$ cat config.mk
export PLATFORM = sky130hd
export DESIGN_NAME = sync_filter
export DESIGN_NICKNAME = d
export VERILOG_FILES = /design/src/rtl/sync_filter_pkg.sv /design/src/rtl/sync_filter_chan.sv /design/src/rtl/sync_filter.sv
export SDC_FILE = /design/constraint.sdc
export NUM_CORES = 1
export LEC_CHECK = 0
export BUFFER_PORTS_ARGS = -buffer_cell sky130_fd_sc_hd__buf_2
export CAP_MARGIN = 20
export CORE_AREA = 2 2 39 41
export CTS_BUF_LIST = sky130_fd_sc_hd__clkbuf_16
export DETAILED_ROUTE_END_ITERATION = 16
export DIE_AREA = 0 0 41 43
export PLACE_DENSITY = 0.46
export SETUP_SLACK_MARGIN = 0.2
export SLEW_MARGIN = 10
export SYNTH_ARGS = -nofsm -noshare
export SYNTH_HDL_FRONTEND = slang
export SYNTH_SLANG_ARGS = --single-unit
$ cat constraint.sdc
create_clock -name clk -period 2.8 [get_ports clk]
set_input_delay 0.14 -clock clk [delete_from_list [all_inputs] [get_ports clk]]
set_output_delay 0.14 -clock clk [all_outputs]
set_load 0.005 [all_outputs]
$ cat src/rtl/sync_filter_pkg.sv
// ============================================================================
// sync_filter_pkg : shared constants and helpers for the sync_filter block
// Revision : 1.0
// ============================================================================
`default_nettype none

package sync_filter_pkg;

  localparam int MIN_FLOPS  = 2;
  localparam int MIN_STABLE = 1;

  // Counter must hold 0..STABLE-1; one spare code keeps STABLE=1 at 1 bit.
  function automatic int cnt_width(input int stable);
    return (stable < 1) ? 1 : $clog2(stable + 1);
  endfunction

endpackage

`default_nettype wire

$ cat src/rtl/sync_filter_chan.sv
// ============================================================================
// sync_filter_chan : one channel - synchroniser chain, debounce counter,
//                    filtered level, edge pulses, optional sticky flag
//                    (SYNC_FILTER_STICKY_EN)
// Revision : 1.0
// ============================================================================
`default_nettype none

module sync_filter_chan
  import sync_filter_pkg::*;
#(
  parameter int   FLOPS   = 2,
  parameter int   STABLE  = 4,
  parameter logic RST_BIT = 1'b0
) (
  input  logic clk,
  input  logic rstn,
  input  logic en,
  input  logic data,
  output logic sync,
  output logic rise,
  output logic fall
`ifdef SYNC_FILTER_STICKY_EN
  ,
  input  logic clr,
  output logic changed
`endif
);

  localparam int                CNT_W   = cnt_width(STABLE);
  localparam logic [CNT_W-1:0]  CNT_MAX = CNT_W'(STABLE - 1);

  logic [FLOPS-1:0] chain_q, chain_d;
  logic [CNT_W-1:0] cnt_q, cnt_d;
  logic             sync_q, sync_d;
  logic             rise_q, rise_d;
  logic             fall_q, fall_d;
  logic             s;

  assign s = chain_q[FLOPS-1];

  always_comb begin
    chain_d = {chain_q[FLOPS-2:0], data};
    cnt_d   = cnt_q;
    sync_d  = sync_q;
    rise_d  = 1'b0;
    fall_d  = 1'b0;
    if (en) begin
      // Any reversion to the accepted level discards the partial count.
      if (s == sync_q) begin
        cnt_d = '0;
      end else if (cnt_q == CNT_MAX) begin
        sync_d = s;
        cnt_d  = '0;
        rise_d = s;
        fall_d = ~s;
      end else begin
        cnt_d = cnt_q + 1'b1;
      end
    end
  end

  always_ff @(posedge clk or negedge rstn) begin
    if (!rstn) begin
      chain_q <= {FLOPS{RST_BIT}};
      cnt_q   <= '0;
      sync_q  <= RST_BIT;
      rise_q  <= 1'b0;
      fall_q  <= 1'b0;
    end else begin
      chain_q <= chain_d;
      cnt_q   <= cnt_d;
      sync_q  <= sync_d;
      rise_q  <= rise_d;
      fall_q  <= fall_d;
    end
  end

  assign sync = sync_q;
  assign rise = rise_q;
  assign fall = fall_q;

`ifdef SYNC_FILTER_STICKY_EN
  logic changed_q, changed_d;

  // A pulse arriving with a clear wins, so no event is lost.
  always_comb begin
    changed_d = (changed_q & ~clr) | rise_q | fall_q;
  end

  always_ff @(posedge clk or negedge rstn) begin
    if (!rstn) begin
      changed_q <= 1'b0;
    end else begin
      changed_q <= changed_d;
    end
  end

  assign changed = changed_q;
`endif

endmodule

`default_nettype wire

$ cat src/rtl/sync_filter.sv
// ============================================================================
// sync_filter : WIDTH-channel synchroniser + debounce filter with edge pulses
//               optional sticky change flags via SYNC_FILTER_STICKY_EN
// Revision : 1.0
// ============================================================================
`default_nettype none

module sync_filter
  import sync_filter_pkg::*;
#(
  parameter int               WIDTH   = 1,
  parameter int               FLOPS   = 2,
  parameter int               STABLE  = 4,
  parameter logic [WIDTH-1:0] RST_VAL = '0
) (
  input  logic             clk,
  input  logic             rstn,
  input  logic             en,
  input  logic [WIDTH-1:0] data,
  output logic [WIDTH-1:0] sync,
  output logic [WIDTH-1:0] rise,
  output logic [WIDTH-1:0] fall
`ifdef SYNC_FILTER_STICKY_EN
  ,
  input  logic [WIDTH-1:0] clr,
  output logic [WIDTH-1:0] changed
`endif
);

  if (FLOPS < MIN_FLOPS) begin : g_bad_flops
    $error("sync_filter: FLOPS must be >= %0d", MIN_FLOPS);
  end

  if (STABLE < MIN_STABLE) begin : g_bad_stable
    $error("sync_filter: STABLE must be >= %0d", MIN_STABLE);
  end

  for (genvar i = 0; i < WIDTH; i++) begin : g_chan
`ifdef SYNC_FILTER_STICKY_EN
    sync_filter_chan #(
      .FLOPS   (FLOPS),
      .STABLE  (STABLE),
      .RST_BIT (RST_VAL[i])
    ) u_chan (
      .clk     (clk),
      .rstn    (rstn),
      .en      (en),
      .data    (data[i]),
      .sync    (sync[i]),
      .rise    (rise[i]),
      .fall    (fall[i]),
      .clr     (clr[i]),
      .changed (changed[i])
    );
`else
    sync_filter_chan #(
      .FLOPS   (FLOPS),
      .STABLE  (STABLE),
      .RST_BIT (RST_VAL[i])
    ) u_chan (
      .clk     (clk),
      .rstn    (rstn),
      .en      (en),
      .data    (data[i]),
      .sync    (sync[i]),
      .rise    (rise[i]),
      .fall    (fall[i])
    );
`endif
  end

endmodule

`default_nettype wire

==> results.tsv <==
stage	metric	value	unit
run_status	result of the run	completed	
critical_path	highest cell delay on the worst timing path	380	ps
synthesis	number of instances in the synthesized netlist	24	
critical_path	Crit path required time	2910	ps
sta	worst clock skew	1.549	ps
sta	maximum clock frequency	854.3	MHz
routing	vias post-DR	216	
routing	Final Routed Wirelength	512	um
synthesis	Synth Net Count	29	
routing	remaining antenna violation count after routing	0	
floorplan	Horiz. Die Dim	41	um
critical_path	Arrival @ worst endpoint	1280	ps
grt	maximum number of pins on one net before global-route repair	9	
cells_and_area	filler cell count	135	
cells_and_area	area taken by multi-input logic gates	113.9	um2
floorplan	placeable core region	1384	um2
clock_tree	post-cts repair resize count	0	
cells_and_area	fraction of final layout cells with drive strength greater than 1	32.35	%
clock_tree	CTS H-tree depth	1	
routing	wire length per cell	10.24	um
grt	wire length of the first global-routing pass	828	um
sta	period utilisation layout	41.80	%
critical_path	highest-delay cell along the critical path	sky130_fd_sc_hd__dfrtp_1	
sta	Min Hold Slack	16.32	ps
grt	global router's overall resource usage	7.630	%
grt	met1 Track Usage GR	8.725	%
floorplan	effective utilization at floorplan	23.24	%
clock_tree	deepest clock path buffer count	2	
routing	detail-routed via count per cell	4.320	
clock_tree	buffer type at the clock tree root	sky130_fd_sc_hd__clkbuf_16	
floorplan	floorplan die height	43	um
worst_hold_path	kind of path behind the tightest hold check	in -> reg	
placed_design	Placer Congestion	0.5920	
pwr	pwr dens	1088	nW/um2
synthesis	sequential share of the synthesized area	62.26	%
synthesis	FF+latch count, synth	8	
sta	Tightest Pin Transition	282.6	ps
floorplan	Rows	14	
cells_and_area	most common cell after layout, fill and taps aside	sky130_fd_sc_hd__dfrtp_1	
cells_and_area	commonest cells after routing, fill and taps aside	sky130_fd_sc_hd__dfrtp_1, sky130_fd_sc_hd__buf_2, sky130_fd_sc_hd__clkbuf_16	
clock_tree	clk sink count	8	
critical_path	critical path, cell by cell	ha_1, nand3b_2, mux2_4	
sta	Final WS setup	1629	ps
placed_design	quantity of I/O buffers inserted on ports	6	
routing	post-route DRC violation count	0	
cells_and_area	count of nets after finishing	41	
sta	Setup Total Neg Slack	0	ps
floorplan	Die Outline Area	1763	um2
synthesis	Yosys warning count	0	
sta	setup violators final	0	
cells_and_area	synth-to-layout area growth	42.02	%
synthesis	unique cell type count in the Yosys netlist	13	
critical_path	type of the worst setup path	reg -> reg	
cells_and_area	Cell Count, Final, Fillers Out	50	
grt	met2 track utilization from global routing	9.688	%
synthesis	Synth Cell Area	321.6	um2
pwr	largest voltage drop on the vdd net	0.3834	mV
placed_design	number of cells after detailed placement	46	
critical_path	startpoint type of the worst setup path	register	
sta	min cycle time layout	1171	ps
critical_path	r2r setup slk	1630	ps
grt	vias in the first global route	213	
critical_path	Crit path max-delay family	flip-flops	
grt	Congestion Overflow GR	0	
sta	max-slew violation total from the final report	0	
critical_path	buffering stage count on the worst path with inverters included	0	
clock_tree	CTS tree	done	
grt	met3 Usage GRT	3.141	%
pwr	static power due to leakage	0.2187	nW
sta	hold violation total from the final report	0	
critical_path	kind of end point of the critical path	register	
grt	number of antenna violations at the first check in global routing	0	
floorplan	number of I/O pins	7	
placed_design	HPWL after DPL	398.7	um
critical_path	maximum fanout count along the critical path	3	
cells_and_area	n_diodes	0	
job	Max-Cap Viols	0	
placed_design	Placement Setup Slack	1629	ps
synthesis	Synth Area per Inst	13.40	um2
sta	relative slew slack	81.02	%
grt	GRT busiest layer	met2	
cells_and_area	register area	200.2	um2
clock_tree	clock-pin slew reported for the worst setup and hold paths after clock tree synthesis	40	ps
clock_tree	CTS buffer count	3	
sta	setup repair after global routing missed its margin	no	
routing	drt first pass iters	4	
routing	detailed router's first-iteration violation count	2	
clock_tree	clock insertion delay at the later pin of the skew report	230	ps
sequential cells by signal (all words and copies together) (netlist names):
register               count
g_chan.u_chan.cnt_q        3
g_chan.u_chan.chain_q      2
g_chan.u_chan.fall         1
g_chan.u_chan.rise         1
g_chan.u_chan.sync         1
worst paths after layout:
kind,start,cells past startpoint,end
max,g_chan[0].u_chan.cnt_q[0],3,g_chan[0].u_chan.sync
min reg2reg,g_chan[0].u_chan.chain_q[0],0,g_chan[0].u_chan.chain_q[1]
max reg2reg,g_chan[0].u_chan.cnt_q[0],3,g_chan[0].u_chan.sync
min,data,1,g_chan[0].u_chan.chain_q[0]
max in group asynchronous,rstn,2,g_chan[0].u_chan.cnt_q[0]
min in group asynchronous,rstn,2,g_chan[0].u_chan.cnt_q[2]
Yosys cell counts:
library cell / number / area [um2]
sky130_fd_sc_hd__ha_1: 1 / 12.51
sky130_fd_sc_hd__dfrtp_1: 8 / 200.2
sky130_fd_sc_hd__nand2b_1: 2 / 12.51
sky130_fd_sc_hd__mux2_4: 1 / 15.01
sky130_fd_sc_hd__o31ai_1: 1 / 7.510
sky130_fd_sc_hd__nand2_1: 1 / 3.750
sky130_fd_sc_hd__xnor2_1: 1 / 8.760
sky130_fd_sc_hd__or2b_1: 1 / 7.510
sky130_fd_sc_hd__o22ai_1: 2 / 12.51
sky130_fd_sc_hd__and2b_1: 1 / 7.510
sky130_fd_sc_hd__nor3b_1: 2 / 15.01
sky130_fd_sc_hd__nand3b_2: 1 / 11.26
sky130_fd_sc_hd__inv_1: 2 / 7.510
repair_timing:
item / CTS / global route
hold buffers: 1 / 0
endpoints found under the hold margin: 8 / 0
buffers inserted: 0 / 0
per-stage QoR:
step	util (%)	cell area [um2]	total power, mW
finish	33.00	456.7	0.4971
global route	33.00	456.7	0.5259
CTS	33.00	456.7	0.5059
detailed placement	26.85	371.6	0.2653
global placement	26.85	371.6	0.2594
floorplan	-	321.6	0.2370
cells by family after synthesis:
| kind of cell | Yosys count | share of synthesized area (%) |
|---|---|---|
| AOI/OAI and AO/OA | 3 | 6.226 |
| xor gates and xnor gates | 1 | 2.724 |
| adders and majority gates | 1 | 3.890 |
| buffers and inverters | 2 | 2.336 |
| DFF | 8 | 62.26 |
| muxes | 1 | 4.668 |
| and+or+nand+nor | 8 | 17.90 |
report_power, final:
part           switching, mW  total (mW)  internal [mW]
clock                 0.0509       0.234          0.184
sequential            0.0224       0.168          0.146
combinational         0.0387      0.0942         0.0555
total                  0.112       0.497          0.385
layer usage:
metal  share of wire (%)  wire, um
met4                 5.7        29
met5                   0         0
met3                 7.0        36
met2                  46       235
met1                  41       211
cell type report:
class	count	share of cell area, %
repair buffers	7	8.767
multi-input cells	14	24.93
flip-flops and latches	8	43.84
inverters	2	1.644
clock buffers	3	16.44
well taps	16	4.384
Note: power is estimated with default switching activity, not from simulation.
